$ cat src/rtl/mux16_arb_pkg.sv
// Shared constants, state encoding and helpers for the 16-way round-robin arbiter.
// Optional lock input is enabled by defining MUX16_ARB_LOCK_EN.
package mux16_arb_pkg;

    localparam int NREQ  = 16;
    localparam int SEL_W = 4;

    typedef enum logic {
        IDLE  = 1'b0,
        GRANT = 1'b1
    } state_e;

    function automatic logic [NREQ-1:0] onehot16(input logic [SEL_W-1:0] s);
        logic [NREQ-1:0] v;
        v    = '0;
        v[s] = 1'b1;
        return v;
    endfunction

endpackage

$ cat src/rtl/mux16_rr_arbiter_pick.sv
// Combinational picker: first unmasked request scanning from ptr upward, wrapping.
// Shared by the idle pick and the owner-masked regrant.
module rr_pick16
    import mux16_arb_pkg::*;
(
    input  logic [15:0] req,
    input  logic [3:0]  ptr,
    input  logic [15:0] mask,
    output logic [3:0]  idx,
    output logic        found
);

    logic [15:0] eff;

    assign eff = req & ~mask;

    always_comb begin
        idx   = '0;
        found = 1'b0;
        for (int i = 0; i < NREQ; i++) begin
            logic [SEL_W-1:0] c;
            c = ptr + SEL_W'(i);
            if (!found && eff[c]) begin
                idx   = c;
                found = 1'b1;
            end
        end
    end

endmodule

$ cat src/rtl/mux16_rr_arbiter.sv
// Round-robin arbiter owning the 16:1 bit mux select, with a bounded hold time.
// Define MUX16_ARB_LOCK_EN to add a lock input that suppresses forced rotation.
module mux16_rr_arbiter
    import mux16_arb_pkg::*;
#(
    parameter int MAX_HOLD = 8,
    parameter int CNT_W    = 8
) (
    input  logic        clk,
    input  logic        resetn,
    input  logic [15:0] req,
    input  logic [0:15] w,
`ifdef MUX16_ARB_LOCK_EN
    input  logic        lock,
`endif
    output logic [15:0] gnt,
    output logic [3:0]  sel,
    output logic        busy,
    output logic        f
);

    state_e           state_q, state_d;
    logic [15:0]      gnt_q, gnt_d;
    logic [SEL_W-1:0] sel_q, sel_d;
    logic [SEL_W-1:0] ptr_q, ptr_d;
    logic [CNT_W-1:0] hold_q, hold_d;
    logic             busy_q, busy_d;

    logic [SEL_W-1:0] pick_ptr, pick_idx;
    logic [15:0]      pick_mask;
    logic             pick_found;
    logic             owner, at_max, lock_en;

`ifdef MUX16_ARB_LOCK_EN
    assign lock_en = lock;
`else
    assign lock_en = 1'b0;
`endif

    // In GRANT the owner is masked and the scan starts just after it
    assign pick_ptr  = (state_q == GRANT) ? sel_q + 4'd1 : ptr_q;
    assign pick_mask = (state_q == GRANT) ? onehot16(sel_q) : '0;
    assign owner     = req[sel_q];
    assign at_max    = (hold_q == CNT_W'(MAX_HOLD - 1));

    rr_pick16 u_pick (
        .req   (req),
        .ptr   (pick_ptr),
        .mask  (pick_mask),
        .idx   (pick_idx),
        .found (pick_found)
    );

    always_ff @(posedge clk) begin
        if (!resetn) begin
            state_q <= IDLE;
            gnt_q   <= '0;
            sel_q   <= '0;
            ptr_q   <= '0;
            hold_q  <= '0;
            busy_q  <= 1'b0;
        end else begin
            state_q <= state_d;
            gnt_q   <= gnt_d;
            sel_q   <= sel_d;
            ptr_q   <= ptr_d;
            hold_q  <= hold_d;
            busy_q  <= busy_d;
        end
    end

    always_comb begin
        state_d = state_q;
        gnt_d   = gnt_q;
        sel_d   = sel_q;
        ptr_d   = ptr_q;
        hold_d  = hold_q;
        busy_d  = busy_q;
        unique case (state_q)
            IDLE: begin
                if (pick_found) begin
                    gnt_d   = onehot16(pick_idx);
                    sel_d   = pick_idx;
                    busy_d  = 1'b1;
                    hold_d  = '0;
                    state_d = GRANT;
                end
            end
            GRANT: begin
                if (!owner || (at_max && pick_found && !lock_en)) begin
                    ptr_d  = sel_q + 4'd1;
                    hold_d = '0;
                    if (pick_found) begin
                        gnt_d = onehot16(pick_idx);
                        sel_d = pick_idx;
                    end else begin
                        gnt_d   = '0;
                        busy_d  = 1'b0;
                        state_d = IDLE;
                    end
                end else if (!at_max) begin
                    hold_d = hold_q + 1'b1;
                end
            end
            default: state_d = IDLE;
        endcase
    end

    always_comb begin
        f = busy_q & w[sel_q];
    end

    assign gnt  = gnt_q;
    assign sel  = sel_q;
    assign busy = busy_q;

endmodule

$ cat config.mk
export PLATFORM = sky130hd
export DESIGN_NAME = mux16_rr_arbiter
export DESIGN_NICKNAME = d
export VERILOG_FILES = /design/src/rtl/mux16_arb_pkg.sv /design/src/rtl/mux16_rr_arbiter_pick.sv /design/src/rtl/mux16_rr_arbiter.sv
export SDC_FILE = /design/constraint.sdc
export NUM_CORES = 1
export LEC_CHECK = 0
export CAP_MARGIN = 5
export CORE_MARGIN = 2
export CORE_UTILIZATION = 45
export CTS_CLUSTER_SIZE = 30
export DETAILED_ROUTE_END_ITERATION = 6
export MAX_ROUTING_LAYER = met4
export PLACE_DENSITY_LB_ADDON = 0.1
export SLEW_MARGIN = 15
export SYNTH_ARGS = -nofsm -noshare
export SYNTH_HDL_FRONTEND = slang
export SYNTH_SLANG_ARGS = --single-unit
$ cat constraint.sdc
create_clock -name clk -period 5.53 [get_ports clk]
set_input_delay 1.106 -clock clk [delete_from_list [all_inputs] [get_ports clk]]
set_output_delay 1.106 -clock clk [all_outputs]
set_load 0.1 [all_outputs]
==> results.md, run 1 <==
Floorplan:
- The area of the core is approximately 9600 sq um.
- The die covers 10600 sq um.
- The floorplan step set the die width to just over 100 um.
- The y dimension of the die is about 100 um.
- The starting utilization of the core area is 0.457.
- Pin placement for this block handled 56 I/O pins.
- The standard-cell row count is 36.

Detailed routing:
- The antenna violation net count after detailed routing is 0.
- Using the TritonRoute via totals, the vias-per-cell ratio works out to ~6.4.
- The via total after detailed routing is 4476.
- The routed design has between 10000 and 15000 um of wire.
- After detailed routing, the average wire length per cell comes to approximately 20 um.
- After detailed routing, the number of remaining DRC violations is 0.
- The violation count after the first detailed-routing iteration is 334.
- The first TritonRoute pass finished after 5 iterations.

Clock network:
- Clock-pin slew was measured on the worst setup and hold paths at about 70 ps.
- TritonCTS created 5 clock buffers.
- The count of cells resized by post-cts repair is 0.
- The clock tree from TritonCTS is yes.
- The cell chosen for the clock root is sky130_fd_sc_hd__clkbuf_8.
- The clock sink count is 34.
- The H-tree level count is 2.
- The maximum buffer depth of the clock tree is 2.
- Hold repair after CTS inserted 0 buffers.
- The worst-skew pair later-pin latency is ~290 ps.
- The number of buffers inserted by post-CTS setup repair is 0.

Yosys:
- The predominant post-synthesis flop cell is sky130_fd_sc_hd__dfxtp_1.
- The post-synth net total is 565.
- After synthesis, the netlist uses between 80 and 90 different library cells.
- The register bit total from synthesis is 34.
- In this run the cell area of the synthesized design comes to approximately 4400 sq um.
- sky130_fd_sc_hd__dfxtp_1 takes more of the synthesized area than any other cell.
- The count of synthesis-stage warnings from yosys is 0.
- In the post-synthesis netlist, the biggest area contributors are sky130_fd_sc_hd__dfxtp_1, sky130_fd_sc_hd__mux4_2, sky130_fd_sc_hd__mux2i_1.
- The sequential area share after synthesis is 0.155.
- Of the post-synthesis cell area, the dominant cell type holds 0.155.
- Yosys mapped a number of flops with a built-in enable equal to 0.
- The count of mapped cells out of synthesis is 517.
- Counting flops with an async set or reset pin after synthesis yields a share of 0.
- The mean cell area of the mapped netlist is ~8.5 sq um.

Worst setup path:
- STA classifies the critical path endpoint as a flip-flop.
- The largest individual stage delay along the critical path comes from the cell sky130_fd_sc_hd__mux4_2.
- The worst register-to-register path begins at sel[0].
- The required time of the worst setup path is around 5700 ps.
- Among the stages of the critical path, the cell type that occurs most often is sky130_fd_sc_hd__ha_1.
- The logic depth of the worst register-to-register path is 15.
- The critical path goes through buf_4 -> ha_1 -> xor2_1 -> mux2i_4 -> ha_1 -> a21boi_0 -> xnor2_1 -> mux4_2 -> a21oi_2 -> nand4_2 -> nor3_2 -> o21ba_1 -> o21a_1 -> nand2_1 -> o21ai_1.
- The worst register-to-register path has a setup slack of between 500 and 600 ps.
- The maximum cell stage delay along the critical path is roughly 640 ps.
- STA puts the critical path data arrival time at about 5200 ps.
- The worst setup path is launched from a flip-flop.
- The kind of critical path is flip-flop to flip-flop.
- The endpoint identified for the worst register-to-register timing path is gnt[11].
- Of all nets on the critical path, the largest fanout is 16.

Cells and area:
- From synthesis to final layout, the design area changed by 17.7%.
- The leading cell type in the layout, fill and taps excluded is sky130_fd_sc_hd__clkdlybuf4s50_1.
- In the final layout, the multi-input gates occupy 3510 sq um.
- Of the cells placed in the final design, the portion with a size suffix greater than 1 is 0.165.
- The area taken by flip-flops and latches is 682 sq um.
- In the layout the commonest cells are sky130_fd_sc_hd__clkdlybuf4s50_1, sky130_fd_sc_hd__nand2_1, sky130_fd_sc_hd__o21ai_0, sky130_fd_sc_hd__nor2_1.
- The number of nets at the end of the flow is 617.
- The number of diodes is 0.
- The filler cell count is about 940.

Global route:
- After global routing the overflow that remains totals 0.
- The first global-routing pass estimated 22600 um of wire.
- In the global route stage, overall resource usage came out at 0.284.
- The via count of the first global-routing pass was 4191.
- The maximum number of pins on one net before global-route repair is 26.
- The number of antenna violations at the first check in global routing is 0.

Hold path:
- The worst hold path begins at gnt[7].
- Along the worst hold path, the cell count comes to 2.
- The worst hold path class is flip-flop to flip-flop.
- The capture endpoint of the worst hold path is gnt[7].

Placement:
- The HPWL after detailed placement is approximately 11000 um.
- The congestion estimate from routability-driven global placement came to between 1 and 1.5.
- The count of port buffers added during placement is 55.

Timing:
- Setup repair after global routing left no endpoint under its margin.
- Headroom to the max-slew limit came out at 0.354.
- At the pin with the least slew margin, the transition time is 965 ps.
- The final number of max-transition violations was 0.
- The aggregate negative setup slack is 0 ps.
- Dividing the final minimum period by the clock period gives 0.900.
- The worst clock skew on the final layout is around 7.7 ps.
- The final number of hold-violating endpoints was 0.
- For this run, the top clock speed supported by timing is 201 MHz.
- The final-report setup violation count is 0.
- The final period demand of the worst path is about 5000 ps.

Status:
- The flow ran to the end, and the final reports show no timing, DRC or antenna violations.

Flow run:
- The number of violations of the max-capacitance limit is 0.
[per-stage QoR]
stage	utilization	std cells	worst slack (ps)	hold slack [ps]	area [sq um]
finish	0.538	703	555	446	5160
detailed placement	0.529	695	599	441	5070
floorplan	-	517	90.1	444	4390
CTS	0.538	703	556	450	5160
global placement	0.529	695	677	437	5070
global route	0.538	703	90.0	465	5160
[how the worst max path moves through the flow]
stage / from / to / slack, ps / depth (start not counted)
6_report: sel[0] / gnt[11] / 550 / 15
5_1_grt: sel[0] / gnt[9] / 90 / 15
4_1_cts: sel[0] / gnt[11] / 560 / 15
3_5_place_dp: state_q / gnt[11] / 600 / 14
3_3_place_gp: state_q / gnt[4] / 680 / 13
2_1_floorplan: sel[1] / gnt[8] / 90 / 18
[final cells by class]
type,instances,share of cell area
Clock buffer,7,0.0167
Clock inverter,1,0.000969
Inverter,18,0.0141
Multi-Input combinational cell,443,0.680
Sequential cell,34,0.132
Tap cell,133,0.0322
Timing Repair Buffer,67,0.124
[sequential cells by signal, indices dropped and copies added, names as in the netlist]
signal	count
gnt	16
hold_q	8
ptr_q	4
sel	4
busy	1
state_q	1
[cell families (layout without fill, tap and decap cells)]
logic type / count (synthesis) / count (layout) / synth area share
adder cells (fa/ha/maj): 14 / 14 / 0.0399
AO/OA/AOI/OAI: 178 / 178 / 0.277
XOR/XNOR: 18 / 18 / 0.0394
buffers and inverters: 40 / 93 / 0.0437
AND/OR/NAND/NOR: 159 / 159 / 0.192
flip-flops: 34 / 34 / 0.155
multiplexers: 74 / 74 / 0.253
[critical path: cells and delay by family, from the launching register on]
family,cells,cell delay (ps)
AND/OR/NAND/NOR,3,730
flip-flops,1,330
XOR/XNOR,2,890
multiplexers,2,840
AO/OA/AOI/OAI,5,1350
buffers and inverters,1,250
adder cells (fa/ha/maj),2,510
[synthesized netlist by cell type, types with 5 or more instances]
master	number
sky130_fd_sc_hd__nand2_1	51
sky130_fd_sc_hd__o21ai_0	48
sky130_fd_sc_hd__nor2_1	39
sky130_fd_sc_hd__dfxtp_1	34
sky130_fd_sc_hd__mux2i_1	33
sky130_fd_sc_hd__mux4_2	26
sky130_fd_sc_hd__o211ai_1	20
sky130_fd_sc_hd__a21oi_1	17
sky130_fd_sc_hd__o21ai_1	16
sky130_fd_sc_hd__nand3_1	15
sky130_fd_sc_hd__ha_1	14
sky130_fd_sc_hd__xnor2_1	14
sky130_fd_sc_hd__inv_1	13
sky130_fd_sc_hd__mux2_2	12
sky130_fd_sc_hd__clkbuf_1	10
sky130_fd_sc_hd__o22ai_1	8
sky130_fd_sc_hd__a21o_1	6
sky130_fd_sc_hd__nand2b_1	6
sky130_fd_sc_hd__o21a_1	6
sky130_fd_sc_hd__o221ai_1	6
sky130_fd_sc_hd__or2_2	6
sky130_fd_sc_hd__a31oi_1	5
sky130_fd_sc_hd__and2_1	5
sky130_fd_sc_hd__buf_2	5
sky130_fd_sc_hd__nor2b_1	5
sky130_fd_sc_hd__o2111ai_1	5
[metal layers]
layer	GRT usage	routed length (um)	vias up
li1	-	-	2102
met1	0.353	5970	2160
met2	0.473	6920	181
met3	0.0271	772	33
met4	0.115	441	0
met5	-	0	-
Power of run 1 is not shown: default switching activity piles up to over one toggle a cycle in this logic, so the estimate is an artifact.
==> inputs of run 2 (changes only) <==
--- a/config.mk
+++ b/config.mk
@@ -5,6 +5,7 @@
 export SDC_FILE = /design/constraint.sdc
 export NUM_CORES = 1
 export LEC_CHECK = 0
+export ABC_AREA = 1
 export CAP_MARGIN = 5
 export CORE_MARGIN = 2
 export CORE_UTILIZATION = 45
==> run 2 against run 1 <==
Net effect: synthesized cell count is 48% higher; hold slack gained 29 ps; fmax grew 1.8%; non-clock buffer count fell by 5; wire length grew 1.7%; register-to-register slack improved by 90 ps; setup slack better by 86 ps; final cell count increased by 35%; synthesized area increased by 1.3%; critical path depth grew 9; sequential share of layout area rose by 0.072 points; highest routed layer unchanged.
==> results.md, run 2 <==
Clock network:
- The clock tree synthesis step divided the H-tree into 2 levels.
- Post-CTS repair changed the size of 0 cells.
- The worst-skew pair later-pin latency is 290 ps.
- The clock tree from TritonCTS is yes.
- The number of CTS-inserted buffers is 5.
- In this run the post-CTS setup repair buffer count came out at 0.
- The clock drives 34 sinks.
- The number of hold buffers added after CTS is 0.
- The cell chosen for the clock root is sky130_fd_sc_hd__clkbuf_8.
- The register clock-pin slew on the reported worst setup and hold paths is around 70 ps.
- The maximum buffer depth of the clock tree is 2.

Yosys:
- Counting every instance in the synthesized netlist gives 767.
- The fraction of synthesis flops using an asynchronous set or reset pin is 0.
- The count of synthesis-stage warnings from yosys is 0.
- By count the netlist is led by sky130_fd_sc_hd__nand2_1, sky130_fd_sc_hd__nand3_1, sky130_fd_sc_hd__nor2_1, sky130_fd_sc_hd__inv_1, sky130_fd_sc_hd__dfxtp_1.
- In the post-synthesis netlist, the biggest area contributors are sky130_fd_sc_hd__nand2_1, sky130_fd_sc_hd__nand3_1, sky130_fd_sc_hd__dfxtp_1.
- The number of library cell types mapped by synthesis is 45.
- The top cell type by total area after synthesis is sky130_fd_sc_hd__nand2_1.
- The mean cell area of the mapped netlist is 5.79 sq um.
- In the post-synthesis netlist, the cell with the most instances is sky130_fd_sc_hd__nand2_1.
- The predominant post-synthesis flop cell is sky130_fd_sc_hd__dfxtp_1.
- The synthesized netlist occupies a cell area of between 4000 and 5000 sq um.
- The post-synth net total is 815.
- The number of synthesized flops with an enable pin is 0.
- The register bit total from synthesis is 34.
- The area fraction of the dominant cell type after synthesis is 0.167.
- For this run, the register share of the synthesized area comes to 0.153.

Global route:
- Across every metal layer, demand over resource in global routing totals 0.282.
- The maximum number of pins on one net before global-route repair is 34.
- The sum of overflow across all layers after global routing is 0.
- The first global-routing pass estimated around 23000 um of wire.
- The via count of the first global-routing pass came to around 4900.
- The number of antenna violations at the first check in global routing is 0.

Cells and area:
- The area growth from synthesis to layout is 15.3%.
- The number of flip-flops in the largest register is 16.
- The filler cell count is 1027.
- The library cell used most frequently in the layout, excluding fill and tap cells, is sky130_fd_sc_hd__nand2_1.
- The ratio of cells with drive above 1 in the final layout is 0.140.
- The post-route cell area is ~5100 sq um.
- For this run, the post-layout net count is 860.
- 0 antenna diodes ended up in the layout.
- In the layout the commonest cells are sky130_fd_sc_hd__nand2_1, sky130_fd_sc_hd__nand3_1, sky130_fd_sc_hd__nor2_1, sky130_fd_sc_hd__inv_1, sky130_fd_sc_hd__clkdlybuf4s50_1.

Status:
- The run finished with clean final reports.

Worst setup path:
- The worst endpoint data arrival time is around 5000 ps.
- Setup slack on the worst reg-to-reg path comes out at 640 ps.
- The maximum cell stage delay along the critical path is between 400 and 500 ps.
- The cell repeated most along the worst path is sky130_fd_sc_hd__nand3_1.
- The critical path endpoint category is a flip-flop.
- The maximum net fanout on the critical path is 20.
- The worst-path cell with the longest stage delay is sky130_fd_sc_hd__inv_1.
- The critical path contains buffers and inverters numbering 3 combined.
- The largest delay contributor family on the critical path is simple AND/OR/NAND/NOR gates.
- STA classifies the critical path startpoint as a flip-flop.
- The required time of the worst setup path is between 5000 and 6000 ps.
- The critical path goes through inv_2 -> ha_1 -> nand2_1 -> o21ai_2 -> inv_2 -> ha_1 -> inv_1 -> nand3_1 -> nand3_1 -> nand3_2 -> nand2_4 -> nand3_1 -> nor2_4 -> nand4_2 -> nor2_4 -> nand3_1 -> nor2_1 -> o21bai_1 -> nand3_1 -> nand2_1 -> nand4_1 -> nor2_1 -> nand2_1 -> a21oi_2.
- The worst setup path is of the flip-flop to flip-flop kind.

Timing:
- The maximum clock frequency is 205 MHz.
- Setup repair after global routing left no endpoint under its margin.
- The final number of max-transition violations is 0.
- Headroom to the max-slew limit came out at 0.345.
- The final number of hold-violating endpoints is 0.
- The routed design could run at a clock period as short as slightly below 5000 ps.
- The aggregate negative setup slack is 0 ps.
- The worst clock skew on the final layout is between 4 and 5 ps.
- The final-report setup violation count is 0.
- The actual transition at the worst max-transition pin is 980 ps.
- In the finished design, the share of the clock period the worst path needs comes to 0.884.

Detailed routing:
- The count of nets left with antenna violations once routing finished came out at 0.
- For this run, the detailed router's first-pass iteration total came to 6.
- The violation count after the first detailed-routing iteration is ~370.
- The number of design rule violations left after detail routing is 0.
- After detailed routing, the number of vias per cell comes to around 5.6.
- The average wire per standard cell is roughly 15 um.
- The via total after detailed routing is approximately 5300.
- Wires add up to 14300 um.

Floorplan:
- The I/O pin total is 56.
- The standard-cell row count is 36.
- The floorplan step set the die width to between 100 and 150 um.
- The floorplan step set the die height to around 100 um.
- The area of the die is between 10000 and 15000 sq um.
- The initial utilization of the core area, before any placement, comes to 0.459.
- The area of the core is approximately 9700 sq um.

Hold path:
- The worst hold path class is flip-flop to flip-flop.

Pwr:
- The leakage power of the design is around 2.3 nW.
- VDD sags by at most about 0.00025 V.
- In this run the power density over the cells is approximately 620 nW/um^2.

Placement:
- The weighted congestion at the end of routability-driven global placement is 1.02.
- The count of port buffers added during placement is between 50 and 60.
- The HPWL after detailed placement is 11300 um.
- The placed instances occupy a cell area of about 5000 sq um.

Flow run:
- Across the run, the number of max-cap violations was 0.
run 2: changes by cell type after synthesis, moves of 20 or more:
cell / delta
sky130_fd_sc_hd__nor2_1: +49
sky130_fd_sc_hd__nand3_1: +132
sky130_fd_sc_hd__nand4_1: +20
sky130_fd_sc_hd__nand2_2: +26
sky130_fd_sc_hd__o211ai_1: -20
sky130_fd_sc_hd__inv_1: +44
sky130_fd_sc_hd__mux4_2: -26
sky130_fd_sc_hd__mux2i_1: -33
sky130_fd_sc_hd__nand2_1: +147
run 2: logic make-up after synthesis:
kind of cell               count (synthesis)  share of synthesized area
DFF                                       34                      0.153
and+or+nand+nor                          533                      0.581
AOI/OAI and AO/OA                         83                      0.114
xor gates and xnor gates                   3                    0.00591
buffers and inverters                    100                      0.107
adders and majority gates                 14                     0.0394
run 2: cell type report:
cell class | count | area [sq um] | share of cell area
Sequential cell | 34 | 681 | 0.133
Multi-Input combinational cell | 633 | 3290 | 0.642
Clock buffer | 7 | 86.3 | 0.0168
Inverter | 76 | 294 | 0.0574
Timing Repair Buffer | 62 | 601 | 0.117
Tap cell | 133 | 166 | 0.0325
Clock inverter | 1 | 5.00 | 0.000976
run 2: worst register-to-register path: stages (launching register included):
cell                       delay [ps]
sky130_fd_sc_hd__dfxtp_1          320
sky130_fd_sc_hd__inv_2            260
sky130_fd_sc_hd__ha_1             310
sky130_fd_sc_hd__nand2_1           80
sky130_fd_sc_hd__o21ai_2           80
sky130_fd_sc_hd__inv_2            350
sky130_fd_sc_hd__ha_1             330
sky130_fd_sc_hd__inv_1            420
sky130_fd_sc_hd__nand3_1          230
sky130_fd_sc_hd__nand3_1          180
sky130_fd_sc_hd__nand3_2          120
sky130_fd_sc_hd__nand2_4          120
sky130_fd_sc_hd__nand3_1          120
sky130_fd_sc_hd__nor2_4           150
sky130_fd_sc_hd__nand4_2          140
sky130_fd_sc_hd__nor2_4           210
sky130_fd_sc_hd__nand3_1          210
sky130_fd_sc_hd__nor2_1           130
sky130_fd_sc_hd__o21bai_1         110
sky130_fd_sc_hd__nand3_1           90
sky130_fd_sc_hd__nand2_1          100
sky130_fd_sc_hd__nand4_1          190
sky130_fd_sc_hd__nor2_1           310
sky130_fd_sc_hd__nand2_1          120
sky130_fd_sc_hd__a21oi_2          130
run 2: worst paths after layout:
path / cells past startpoint / startpoint / end
worst min-delay path: 2 / gnt[1] / gnt[1]
worst max-delay path: 24 / sel[0] / gnt[1]
worst max register to register: 24 / sel[0] / gnt[1]
worst min register to register: 2 / gnt[1] / gnt[1]
run 2: report_power, final:
group / switching (mW) / internal [mW] / total, mW
sequential: 0.0435 / 0.293 / 0.336
combinational: 1.94 / 0.711 / 2.65
clock: 0.0901 / 0.100 / 0.190
total: 2.07 / 1.10 / 3.18
run 2: metal layers:
| layer | vias up | track usage | routed length (um) | part of all wire |
|---|---|---|---|---|
| li1 | 2637 | - | - | - |
| met1 | 2394 | 0.384 | 6680 | 0.47 |
| met2 | 221 | 0.451 | 6570 | 0.46 |
| met3 | 20 | 0.0309 | 885 | 0.062 |
| met4 | 0 | 0.0628 | 203 | 0.014 |
| met5 | - | - | 0 | 0 |
run 2: per-stage QoR:
| stage | utilization | setup slack, ps | hold slack, ps | power, mW | instances |
|---|---|---|---|---|---|
| after CTS | 0.529 | 739 | 479 | 3.14 | 946 |
| after floorplan | - | 430 | 449 | 2.34 | 767 |
| after global routing | 0.529 | 202 | 486 | 3.47 | 946 |
| after detailed placement | 0.520 | 777 | 461 | 2.94 | 938 |
| final | 0.529 | 641 | 474 | 3.18 | 946 |
| after global placement | 0.520 | 738 | 459 | 2.93 | 938 |
No activity file was read; power rests on OpenSTA's default activity.
